`config.mk`:
```
export PLATFORM = sky130hd
export DESIGN_NAME = spi_reg_slave
export DESIGN_NICKNAME = d
export VERILOG_FILES = /design/src/rtl/spi_reg_pkg.sv /design/src/rtl/spi_sync_edge.sv /design/src/rtl/spi_reg_slave.sv
export SDC_FILE = /design/constraint.sdc
export NUM_CORES = 1
export LEC_CHECK = 0
export BUFFER_PORTS_ARGS = -buffer_cell sky130_fd_sc_hd__buf_2
export CAP_MARGIN = 20
export CORE_MARGIN = 3
export CORE_UTILIZATION = 55
export CTS_CLUSTER_SIZE = 28
export DETAILED_ROUTE_END_ITERATION = 6
export PLACE_DENSITY = 0.78
export SYNTH_ARGS = -nofsm -noshare
export SYNTH_HDL_FRONTEND = slang
export SYNTH_SLANG_ARGS = --single-unit
```
`constraint.sdc`:
```
create_clock -name clk -period 3.1 [get_ports clk]
set_clock_uncertainty 0.1 [all_clocks]
set_input_delay 0.155 -clock clk [delete_from_list [all_inputs] [get_ports clk]]
set_output_delay 0.155 -clock clk [all_outputs]
set_load 0.01 [all_outputs]
```
`src/rtl/spi_reg_pkg.sv`:
```
// Shared constants for the SPI register slave: frame geometry, address map,
// STATUS bit positions and the frame FSM state encoding.
package spi_reg_pkg;

    localparam int CMD_BITS  = 8;
    localparam int DATA_BITS = 32;
    localparam int CNT_W     = 6;

    localparam logic [6:0] ADDR_VERSION   = 7'h00;
    localparam logic [6:0] ADDR_DEBUG     = 7'h01;
    localparam logic [6:0] ADDR_STATUS    = 7'h02;
    localparam logic [6:0] ADDR_EN_CORDIC = 7'h03;
    localparam logic [6:0] ADDR_FREQ_BASE = 7'h10;
    localparam logic [6:0] ADDR_FREQ_1    = 7'h10;
    localparam logic [6:0] ADDR_FREQ_2    = 7'h11;
    localparam logic [6:0] ADDR_FREQ_3    = 7'h12;
    localparam logic [6:0] ADDR_FREQ_4    = 7'h13;
    localparam logic [6:0] ADDR_FREQ_5    = 7'h14;
    localparam logic [6:0] ADDR_FREQ_6    = 7'h15;
    localparam logic [6:0] ADDR_FREQ_7    = 7'h16;
    localparam logic [6:0] ADDR_FREQ_8    = 7'h17;
    localparam logic [6:0] ADDR_FREQ_9    = 7'h18;
    localparam logic [6:0] ADDR_FREQ_10   = 7'h19;
    localparam logic [6:0] ADDR_FREQ_11   = 7'h1A;

    localparam int STATUS_EN_CORDIC  = 0;
    localparam int STATUS_CORDIC_DONE = 1;
    localparam int STATUS_BINS_VALID = 2;

    typedef enum logic [1:0] {
        ST_IDLE = 2'd0,
        ST_CMD  = 2'd1,
        ST_DATA = 2'd2,
        ST_DONE = 2'd3
    } spi_state_e;

endpackage

```
`src/rtl/spi_sync_edge.sv`:
```
// Two-flop synchronizer for an asynchronous SPI pin, plus a third flop so
// rising and falling edges of the synchronized level can be detected.
module spi_sync_edge #(
    parameter logic RST_VAL = 1'b0
) (
    input  logic clk,
    input  logic rstn,
    input  logic d_i,
    output logic q_o,
    output logic rise_o,
    output logic fall_o
);

    logic meta_q;
    logic sync_q;
    logic dly_q;

    // Synchronizer chain followed by the edge-detect delay flop.
    always_ff @(posedge clk or negedge rstn) begin
        if (!rstn) begin
            meta_q <= RST_VAL;
            sync_q <= RST_VAL;
            dly_q  <= RST_VAL;
        end else begin
            meta_q <= d_i;
            sync_q <= meta_q;
            dly_q  <= sync_q;
        end
    end

    assign q_o    = sync_q;
    assign rise_o = sync_q & ~dly_q;
    assign fall_o = ~sync_q & dly_q;

endmodule

```
`src/rtl/spi_reg_slave.sv`:
```
// SPI mode-0 responder and configuration register file for the Goertzel /
// CORDIC core. Frames are 8 command bits (rw + address) then 32 data bits.
//
//   state   | meaning
//   --------+-------------------------------------------------------------
//   IDLE    | no frame; MISO held 0, waiting for ss_n to fall
//   CMD     | shifting in the 8-bit command; MISO 0
//   DATA    | shifting 32 bits in; read data shifted out on SCK falls
//   DONE    | frame complete, SCK ignored, waiting for ss_n to rise
module spi_reg_slave
    import spi_reg_pkg::*;
#(
    parameter int          NF          = 11,
    parameter logic [31:0] VERSION_RST = 32'h3202_4003
) (
    input  logic             clk,
    input  logic             rstn,
    input  logic             spi_sck,
    input  logic             spi_ss_n,
    input  logic             spi_mosi,
    output logic             spi_miso,
    input  logic             cordic_done_i,
    input  logic             bins_valid_i,
    output logic [NF*32-1:0] freq_o,
    output logic             en_cordic_o,
    output logic             cordic_start_o
);

    logic sck_rise, sck_fall, sck_s;
    logic ss_rise, ss_fall, ss_s;
    logic mosi_s;
    logic [1:0] mosi_edge_unused;

    spi_sync_edge #(.RST_VAL(1'b0)) u_sync_sck (
        .clk(clk), .rstn(rstn), .d_i(spi_sck),
        .q_o(sck_s), .rise_o(sck_rise), .fall_o(sck_fall)
    );

    spi_sync_edge #(.RST_VAL(1'b1)) u_sync_ss (
        .clk(clk), .rstn(rstn), .d_i(spi_ss_n),
        .q_o(ss_s), .rise_o(ss_rise), .fall_o(ss_fall)
    );

    spi_sync_edge #(.RST_VAL(1'b0)) u_sync_mosi (
        .clk(clk), .rstn(rstn), .d_i(spi_mosi),
        .q_o(mosi_s), .rise_o(mosi_edge_unused[1]), .fall_o(mosi_edge_unused[0])
    );

    spi_state_e        state_q, state_d;
    logic [CNT_W-1:0]  bit_cnt_q, bit_cnt_d;
    logic [7:0]        cmd_q, cmd_d;
    logic [31:0]       shift_in_q, shift_in_d;
    logic [31:0]       shift_out_q, shift_out_d;
    logic              miso_q, miso_d;
    logic              commit_q, commit_d;

    logic [31:0]       version_q, version_d;
    logic [31:0]       debug_q, debug_d;
    logic              en_cordic_q, en_cordic_d;
    logic              cordic_start_q, cordic_start_d;
    logic [31:0]       freq_q [NF];
    logic [31:0]       freq_d [NF];

    logic [6:0]        rd_addr;
    logic [31:0]       rd_data;

    // The address is only complete on the 8th rise, so the last bit comes
    // straight from the synchronized MOSI rather than from cmd_q.
    assign rd_addr = {cmd_q[5:0], mosi_s};

    // Read mux: the value snapshotted into the shift-out register.
    always_comb begin
        rd_data = '0;
        case (rd_addr)
            ADDR_VERSION:   rd_data = version_q;
            ADDR_DEBUG:     rd_data = debug_q;
            ADDR_STATUS: begin
                rd_data[STATUS_EN_CORDIC]   = en_cordic_q;
                rd_data[STATUS_CORDIC_DONE] = cordic_done_i;
                rd_data[STATUS_BINS_VALID]  = bins_valid_i;
            end
            ADDR_EN_CORDIC: rd_data[0] = en_cordic_q;
            default: ;
        endcase
        for (int i = 0; i < NF; i++) begin
            if (rd_addr == ADDR_FREQ_BASE + 7'(i)) rd_data = freq_q[i];
        end
    end

    // Frame FSM next-state: command/data shifting, MISO on SCK falls, aborts.
    always_comb begin
        state_d     = state_q;
        bit_cnt_d   = bit_cnt_q;
        cmd_d       = cmd_q;
        shift_in_d  = shift_in_q;
        shift_out_d = shift_out_q;
        miso_d      = miso_q;
        commit_d    = 1'b0;
        case (state_q)
            ST_IDLE: begin
                miso_d = 1'b0;
                if (ss_fall) begin
                    state_d   = ST_CMD;
                    bit_cnt_d = '0;
                end
            end
            ST_CMD: begin
                miso_d = 1'b0;
                if (ss_rise) begin
                    state_d = ST_IDLE;
                end else if (sck_rise) begin
                    cmd_d = {cmd_q[6:0], mosi_s};
                    if (bit_cnt_q == CNT_W'(CMD_BITS - 1)) begin
                        bit_cnt_d   = '0;
                        state_d     = ST_DATA;
                        // Writes shift out zeros so MISO stays low.
                        shift_out_d = cmd_d[7] ? 32'h0 : rd_data;
                    end else begin
                        bit_cnt_d = bit_cnt_q + CNT_W'(1);
                    end
                end
            end
            ST_DATA: begin
                if (ss_rise) begin
                    state_d = ST_IDLE;
                    miso_d  = 1'b0;
                end else begin
                    if (sck_fall) begin
                        miso_d      = shift_out_q[31];
                        shift_out_d = {shift_out_q[30:0], 1'b0};
                    end
                    if (sck_rise) begin
                        shift_in_d = {shift_in_q[30:0], mosi_s};
                        if (bit_cnt_q == CNT_W'(DATA_BITS - 1)) begin
                            state_d  = ST_DONE;
                            miso_d   = 1'b0;
                            commit_d = cmd_q[7];
                        end else begin
                            bit_cnt_d = bit_cnt_q + CNT_W'(1);
                        end
                    end
                end
            end
            ST_DONE: begin
                miso_d = 1'b0;
                if (ss_rise) state_d = ST_IDLE;
            end
            default: state_d = ST_IDLE;
        endcase
    end

    // Register file update, one cycle after the frame completes.
    always_comb begin
        version_d      = version_q;
        debug_d        = debug_q;
        en_cordic_d    = en_cordic_q;
        cordic_start_d = 1'b0;
        freq_d         = freq_q;
        if (commit_q) begin
            case (cmd_q[6:0])
                ADDR_VERSION:   version_d = shift_in_q;
                ADDR_DEBUG:     debug_d   = shift_in_q;
                ADDR_EN_CORDIC: begin
                    en_cordic_d    = shift_in_q[0];
                    cordic_start_d = shift_in_q[0];
                end
                default: ;
            endcase
            for (int i = 0; i < NF; i++) begin
                if (cmd_q[6:0] == ADDR_FREQ_BASE + 7'(i)) freq_d[i] = shift_in_q;
            end
        end
    end

    // All state and registered outputs.
    always_ff @(posedge clk or negedge rstn) begin
        if (!rstn) begin
            state_q        <= ST_IDLE;
            bit_cnt_q      <= '0;
            cmd_q          <= '0;
            shift_in_q     <= '0;
            shift_out_q    <= '0;
            miso_q         <= 1'b0;
            commit_q       <= 1'b0;
            version_q      <= VERSION_RST;
            debug_q        <= '0;
            en_cordic_q    <= 1'b0;
            cordic_start_q <= 1'b0;
            freq_q         <= '{default: '0};
        end else begin
            state_q        <= state_d;
            bit_cnt_q      <= bit_cnt_d;
            cmd_q          <= cmd_d;
            shift_in_q     <= shift_in_d;
            shift_out_q    <= shift_out_d;
            miso_q         <= miso_d;
            commit_q       <= commit_d;
            version_q      <= version_d;
            debug_q        <= debug_d;
            en_cordic_q    <= en_cordic_d;
            cordic_start_q <= cordic_start_d;
            freq_q         <= freq_d;
        end
    end

    // Flatten the frequency registers onto the output bus, FREQ_1 lowest.
    always_comb begin
        freq_o = '0;
        for (int i = 0; i < NF; i++) freq_o[i*32 +: 32] = freq_q[i];
    end

    assign spi_miso       = miso_q;
    assign en_cordic_o    = en_cordic_q;
    assign cordic_start_o = cordic_start_q;

endmodule

```
After elaboration in Yosys (flattened, before gate mapping)
Index checks and enable logic that the tools add are counted.
Widths: inputs -> output; s select.
{"block": "totals", "latch_bits": 0, "word_cells": 160, "register_bits": 508, "ram_bits": 0, "memories": 0, "out_inout_bits": 355, "inputBits": 7, "rom_bits": 0}
{"block": "op_classes", "reduce_logical": 26, "n_mux": 49, "n_shift": 0, "div_mod_pow": 0, "mul": 0, "bitwise": 9, "order_cmp": 0, "n_addsub": 1, "eq_ne": 45}
{"cell": "$mux 32", "n": 17}
{"cell": "$eq 7x5->1 const B", "n": 22}
{"cell": "$pmux 32 s2", "n": 1}
{"cell": "$pmux 29 s2", "n": 1}
{"cell": "$mux 6", "n": 7}
{"cell": "$reduce_and 2->1", "n": 14}
{"cell": "$eq 7x2->1 const B", "n": 3}
{"cell": "$ne 2x2->1 const B", "n": 9}
{"cell": "$pmux 6 s3", "n": 1}
{"cell": "$mux 2", "n": 8}
{"cell": "$eq 7x1->1 const B", "n": 2}
{"cell": "$logic_not 7->1", "n": 2}
{"cell": "$ne 3x3->1 const B", "n": 4}
{"cell": "$reduce_and 6->1", "n": 2}
{"cell": "$mux 1", "n": 10}
{"cell": "$pmux 2 s4", "n": 1}
{"cell": "$reduce_and 7->1", "n": 1}
{"cell": "$add 6x1->6 const B", "n": 1}
{"cell": "$eq 6x3->1 const B", "n": 1}
{"cell": "$eq 6x5->1 const B", "n": 1}
{"cell": "$pmux 2 s3", "n": 1}
{"cell": "$reduce_and 3->1", "n": 2}
{"cell": "$not 1->1", "n": 5}
{"cell": "$and 1x1->1", "n": 4}
{"cell": "9 further kinds", "n": 10}

Longest topological paths before layout
{"block": "depth", "word_depth": 19, "depth_mapped": 10, "depth_no_buf": 8}

Modules after synthesis
From an unflattened synthesis, not the netlist that was laid out.
{"block": "unflattened", "cells_unflattened": 1897, "area_unflattened_um2": 23563.8}
{"module": "spi_reg_slave", "n_inst": 1, "area_per_inst_um2": 23289.8, "seq_area_each_um2": 12520.8, "cells_per_inst": 1882}
{"module": "spi_sync_edge (u_sync_mosi ...)", "n_inst": 2, "area_per_inst_um2": 90.1, "seq_area_each_um2": 75.1, "cells_per_inst": 5}
{"module": "spi_sync_edge (u_sync_ss)", "n_inst": 1, "area_per_inst_um2": 93.8, "seq_area_each_um2": 78.8, "cells_per_inst": 5}

Worst setup path after synthesis
Ideal clock, no wire load.
{"block": "synth_path", "path_kind": "register to register", "startpoint": "register state_q[0]", "endpoint": "register shift_out_q[23]", "t_arrival_ns": 2.084, "setup_slack_ns": 0.789, "required_time_ns": 2.872, "path_stages_with_launch": 10, "period_less_slack_ns": 2.311, "n_path_buf": 1, "setup_time_ns": 0.128, "path_cell_list": "dfrtp_1 -> inv_1 -> ha_1 -> nor4bb_1 -> o21ai_0 -> or2_2 -> buf_6 -> a2111o_1 -> a311oi_1 -> a21oi_1"}
{"block": "synth_between", "elab_chain_len": 3, "elab_cells_between_ends": 10, "cone_classes": "eq/ne: 7; mux: 1; reduce/logical: 2"}
{"item": "start: declaration", "line": "spi_reg_slave.sv:49", "source": "spi_state_e state_q, state_d;"}
{"item": "start signal: assignment", "line": "spi_reg_slave.sv:191", "source": "state_q <= state_d;"}
{"item": "$eq 2x1->1 or $eq 2x2->1 (tied branches)", "line": "spi_reg_slave.sv:99", "source": "case (state_q)"}
{"item": "$ne 2x2->1 (no line) or $reduce_bool 2->1 (tied branches)"}
{"item": "$reduce_and 6->1 (no line)"}
{"item": "end signal: assignment", "line": "spi_reg_slave.sv:195", "source": "shift_out_q <= shift_out_d;"}
{"item": "end: declaration", "line": "spi_reg_slave.sv:53", "source": "logic [31:0] shift_out_q, shift_out_d;"}
Parallel ways exist; a longest one is shown, timed or not.
A chain may end at the register's enable or synchronous reset.

Worst setup path in the final report
{"block": "layout_path", "startpoint": "register cmd_q[1]", "endpoint": "register freq_q, in the netlist freq_o[226]"}
{"block": "layout_between", "elab_chain_len": 2}
{"item": "start: declaration", "line": "spi_reg_slave.sv:51", "source": "logic [7:0] cmd_q, cmd_d;"}
{"item": "start signal: assignment", "line": "spi_reg_slave.sv:193", "source": "cmd_q <= cmd_d;"}
{"item": "$eq 7x5->1", "line": "spi_reg_slave.sv:170", "source": "if (cmd_q[6:0] == ADDR_FREQ_BASE + 7'(i)) freq_d[i] = shift_in_q;"}
{"item": "$reduce_and 2->1 (no line)"}
{"item": "end signal: assignment", "line": "spi_reg_slave.sv:202", "source": "freq_q <= freq_d;"}
{"item": "end: declaration", "line": "spi_reg_slave.sv:61", "source": "logic [31:0] freq_q [NF];"}
Every way passes these cells.

==> impl_metrics.ini <==
[sta]
rsz0062_at_grt = false
hold_viol = 0
setup_violations = 0
fmax_mhz = 354
fin_crit_ns = 2.83
worst_pin_slew_ns = 0.851
hold_ws_ns = 0.0614
fin_tns_setup_ns = 0
period_share = 0.911
drv_slew = 0
relSlewSlack = 0.433

[setup_path]
critPathCaptureType = flop
max_stage_delay_ns = 0.77
critPathKind = flop to flop
cp_slowest_cell = dfrtp_1
crit_family = flip-flops
crit_fanout = 17
crit_arrival_ns = 3.22
crit_chain = inv_2 > or3_1 > nor2_4 > buf_4 > mux2_2
worstPathRequired_ns = 3.49
crit_buf_inv = 2
cp-start-kind = flop

[logic_synthesis]
syn_area_um2 = 23700
synthXorXnorAreaFrac = 0
synth_area_per_cell_um2 = 12.3
synth_top_family_by_area = multiplexers
yosysMostFrequentCell = dfrtp_1
synth_top_area_cell = dfrtp_1
ys_seq_elements = 508
synth_mux_area_frac = 0.239
syn-num-nets = 1943
synthTopCellsByArea = dfrtp_1, mux2_2, a21oi_1
synth_compound_area_frac = 0.118
synth_common_cells = dfrtp_1, mux2_2, a21oi_1
yosys.area_share.simple = 0.0667
synth-adder-area-share = 0.00317
synthCells = 1930
synth_top_area_frac = 0.527
yosysWarnings = 0
synth-seq-area-share = 0.538
async_flop_share = 1.00
yosysUniqueCellTypes = 75
synth_edf_count = 0
yosys_most_used_dff = dfrtp_1

[clock_tree]
cts_buffer_depth = 3
insertion_delay_ns = 0.63
clk_pin_slew_worst_paths_ns = 0.06
cts_tree = built
ctsHtreeMaxLevel = 2
cts_buffers = 52
cts-root-buf = clkbuf_16
cts_sinks = 508
post_cts_buffers = 0

[cells_and_area]
design_area_um2 = 28300
diodes = 0
fill_cells = 3098
finalNetCount = 2316
layout-drive-gt1-share = 0.461
finish.utilization = 0.670
syn_to_final_growth_pct = 19.6

[power]
p_per_area_nw_per_um2 = 626
leakage_nw = 14.6
ir_drop_mv = 0.381

[routing]
routed_via_density = 6.84
routed_wl_um = 88400
drt_iter0_markers = 3142
drt-pass1-iter-count = 7
drc = 2
wire_per_inst_um = 30.6
dr_total_vias = 19700
ant_nets = 0

[grt]
grt_remaining_overflow = 0
grt_max_degree = 103
grtUsageTotal = 0.381
antenna_found_initial = 0
grt_pass1_wl_um = 128000
grt_pass1_vias = 19400

[placed_design]
gp_congestion = 1.02
port_buffers = 361
place_area_um2 = 26500
dp_hpwl_um = 60800

[floorplanning]
rows = 75
die_w_um = 213
die_y_um = 213
start_util = 0.560
io_pins = 362
dieArea_um2 = 45500
design.core.area_um2 = 42200

[job]
max_cap_viol_count = 0

[hold_path]
worstHoldPathType = input port to flop

[outcome]
outcome = finished, violations left
violations = design-rule violations
## layout by cell type, fill, tap and decap left out, types with 13 or more instances in the layout
cell type / instances
mux2i_1: 33
a22oi_1: 27
nand2b_1: 15
o21ai_0: 106
dfrtp_1: 496
clkbuf_16: 52
nand3_1: 19
a211oi_1: 15
inv_1: 17
and3_1: 14
nor2_1: 65
a21oi_1: 115
o22ai_1: 46
nand2_1: 84
mux2_2: 460
nor2b_1: 14
buf_2: 360
buf_4: 103
o221ai_1: 13
## routing by layer
| metal | up-vias | routed length [um] | GRT usage |
|---|---|---|---|
| met5 | - | 0 | 0 |
| met4 | 0 | 5310 | 0.189 |
| met3 | 393 | 10800 | 0.105 |
| met2 | 1543 | 39700 | 0.583 |
| met1 | 9879 | 32600 | 0.508 |
| li1 | 7909 | - | - |
## final cells by class
cell class / instances / area, um2 / share of cell area
inverter: 18 / 67.6 / 0.00239
clock buffer: 70 / 1430 / 0.0505
timing repair buffer: 481 / 2900 / 0.102
sequential: 508 / 12700 / 0.450
clock inverter: 26 / 329 / 0.0116
multi-input combinational: 1242 / 10200 / 0.359
tap: 539 / 674 / 0.0238
## through the flow
stage	power (mW)	setup WS (ns)	cells
after global placement	10.9	0.441	2783
final	17.7	0.274	2884
after CTS	17.5	0.346	2884
after global routing	18.2	0.103	2884
after floorplan	9.52	0.789	1930
after detailed placement	11.0	0.385	2783
## kinds of logic (layout without fill, tap and decap cells)
logic type	Yosys count	count (layout)
multiplexers	501	501
flip-flops	508	508
adder cells (fa/ha/maj)	6	6
AND/OR/NAND/NOR	300	300
buffers and inverters	180	595
AO/OA/AOI/OAI	435	435
## sequential cells by signal, indices dropped and copies added, names as in the netlist
name,count
u_sync_sck.meta_q,1
spi_miso,1
u_sync_ss.meta_q,1
freq_o,352
u_sync_ss.q_o,1
commit_q,1
state_q,2
cmd_q,8
version_q,32
shift_out_q,32
u_sync_sck.q_o,1
cordic_start_o,1
en_cordic_o,1
u_sync_mosi.q_o,1
shift_in_q,32
u_sync_ss.dly_q,1
u_sync_sck.dly_q,1
u_sync_mosi.meta_q,1
bit_cnt_q,6
debug_q,32
## final timing paths
check	from	to	slack (ns)	cells past startpoint
min in group asynchronous	rstn	shift_in_q[10]$_DFFE_PN0P_	0.10	3
hold reg to reg	u_sync_sck.meta_q$_DFF_PN0_	u_sync_sck.q_o$_DFF_PN0_	0.25	0
max in group asynchronous	rstn	freq_o[312]$_DFFE_PN0P_	2.07	4
hold / removal	spi_mosi	u_sync_mosi.meta_q$_DFF_PN0_	0.06	2
setup / recovery	cmd_q[1]$_DFFE_PN0P_	freq_o[226]$_DFFE_PN0P_	0.27	5
setup reg to reg	cmd_q[1]$_DFFE_PN0P_	freq_o[226]$_DFFE_PN0P_	0.27	5
## where the power goes
group | internal, mW | switching, mW
Sequential | 6.90 | 0.506
Combinational | 1.24 | 2.56
Clock | 3.76 | 2.75
## timing repair
item	in CTS	in global routing
hold buffers	5	0
gates resized for setup	0	0
hold endpoints to repair	432	0
## worst register-to-register path, delay by kind of cell, from the launching register on
kind	cells	cell delay, ns
buf+inv	2	0.68
mux	1	0.41
simple gates	2	0.74
flops	1	0.77
(Power assumes the default switching activity.)
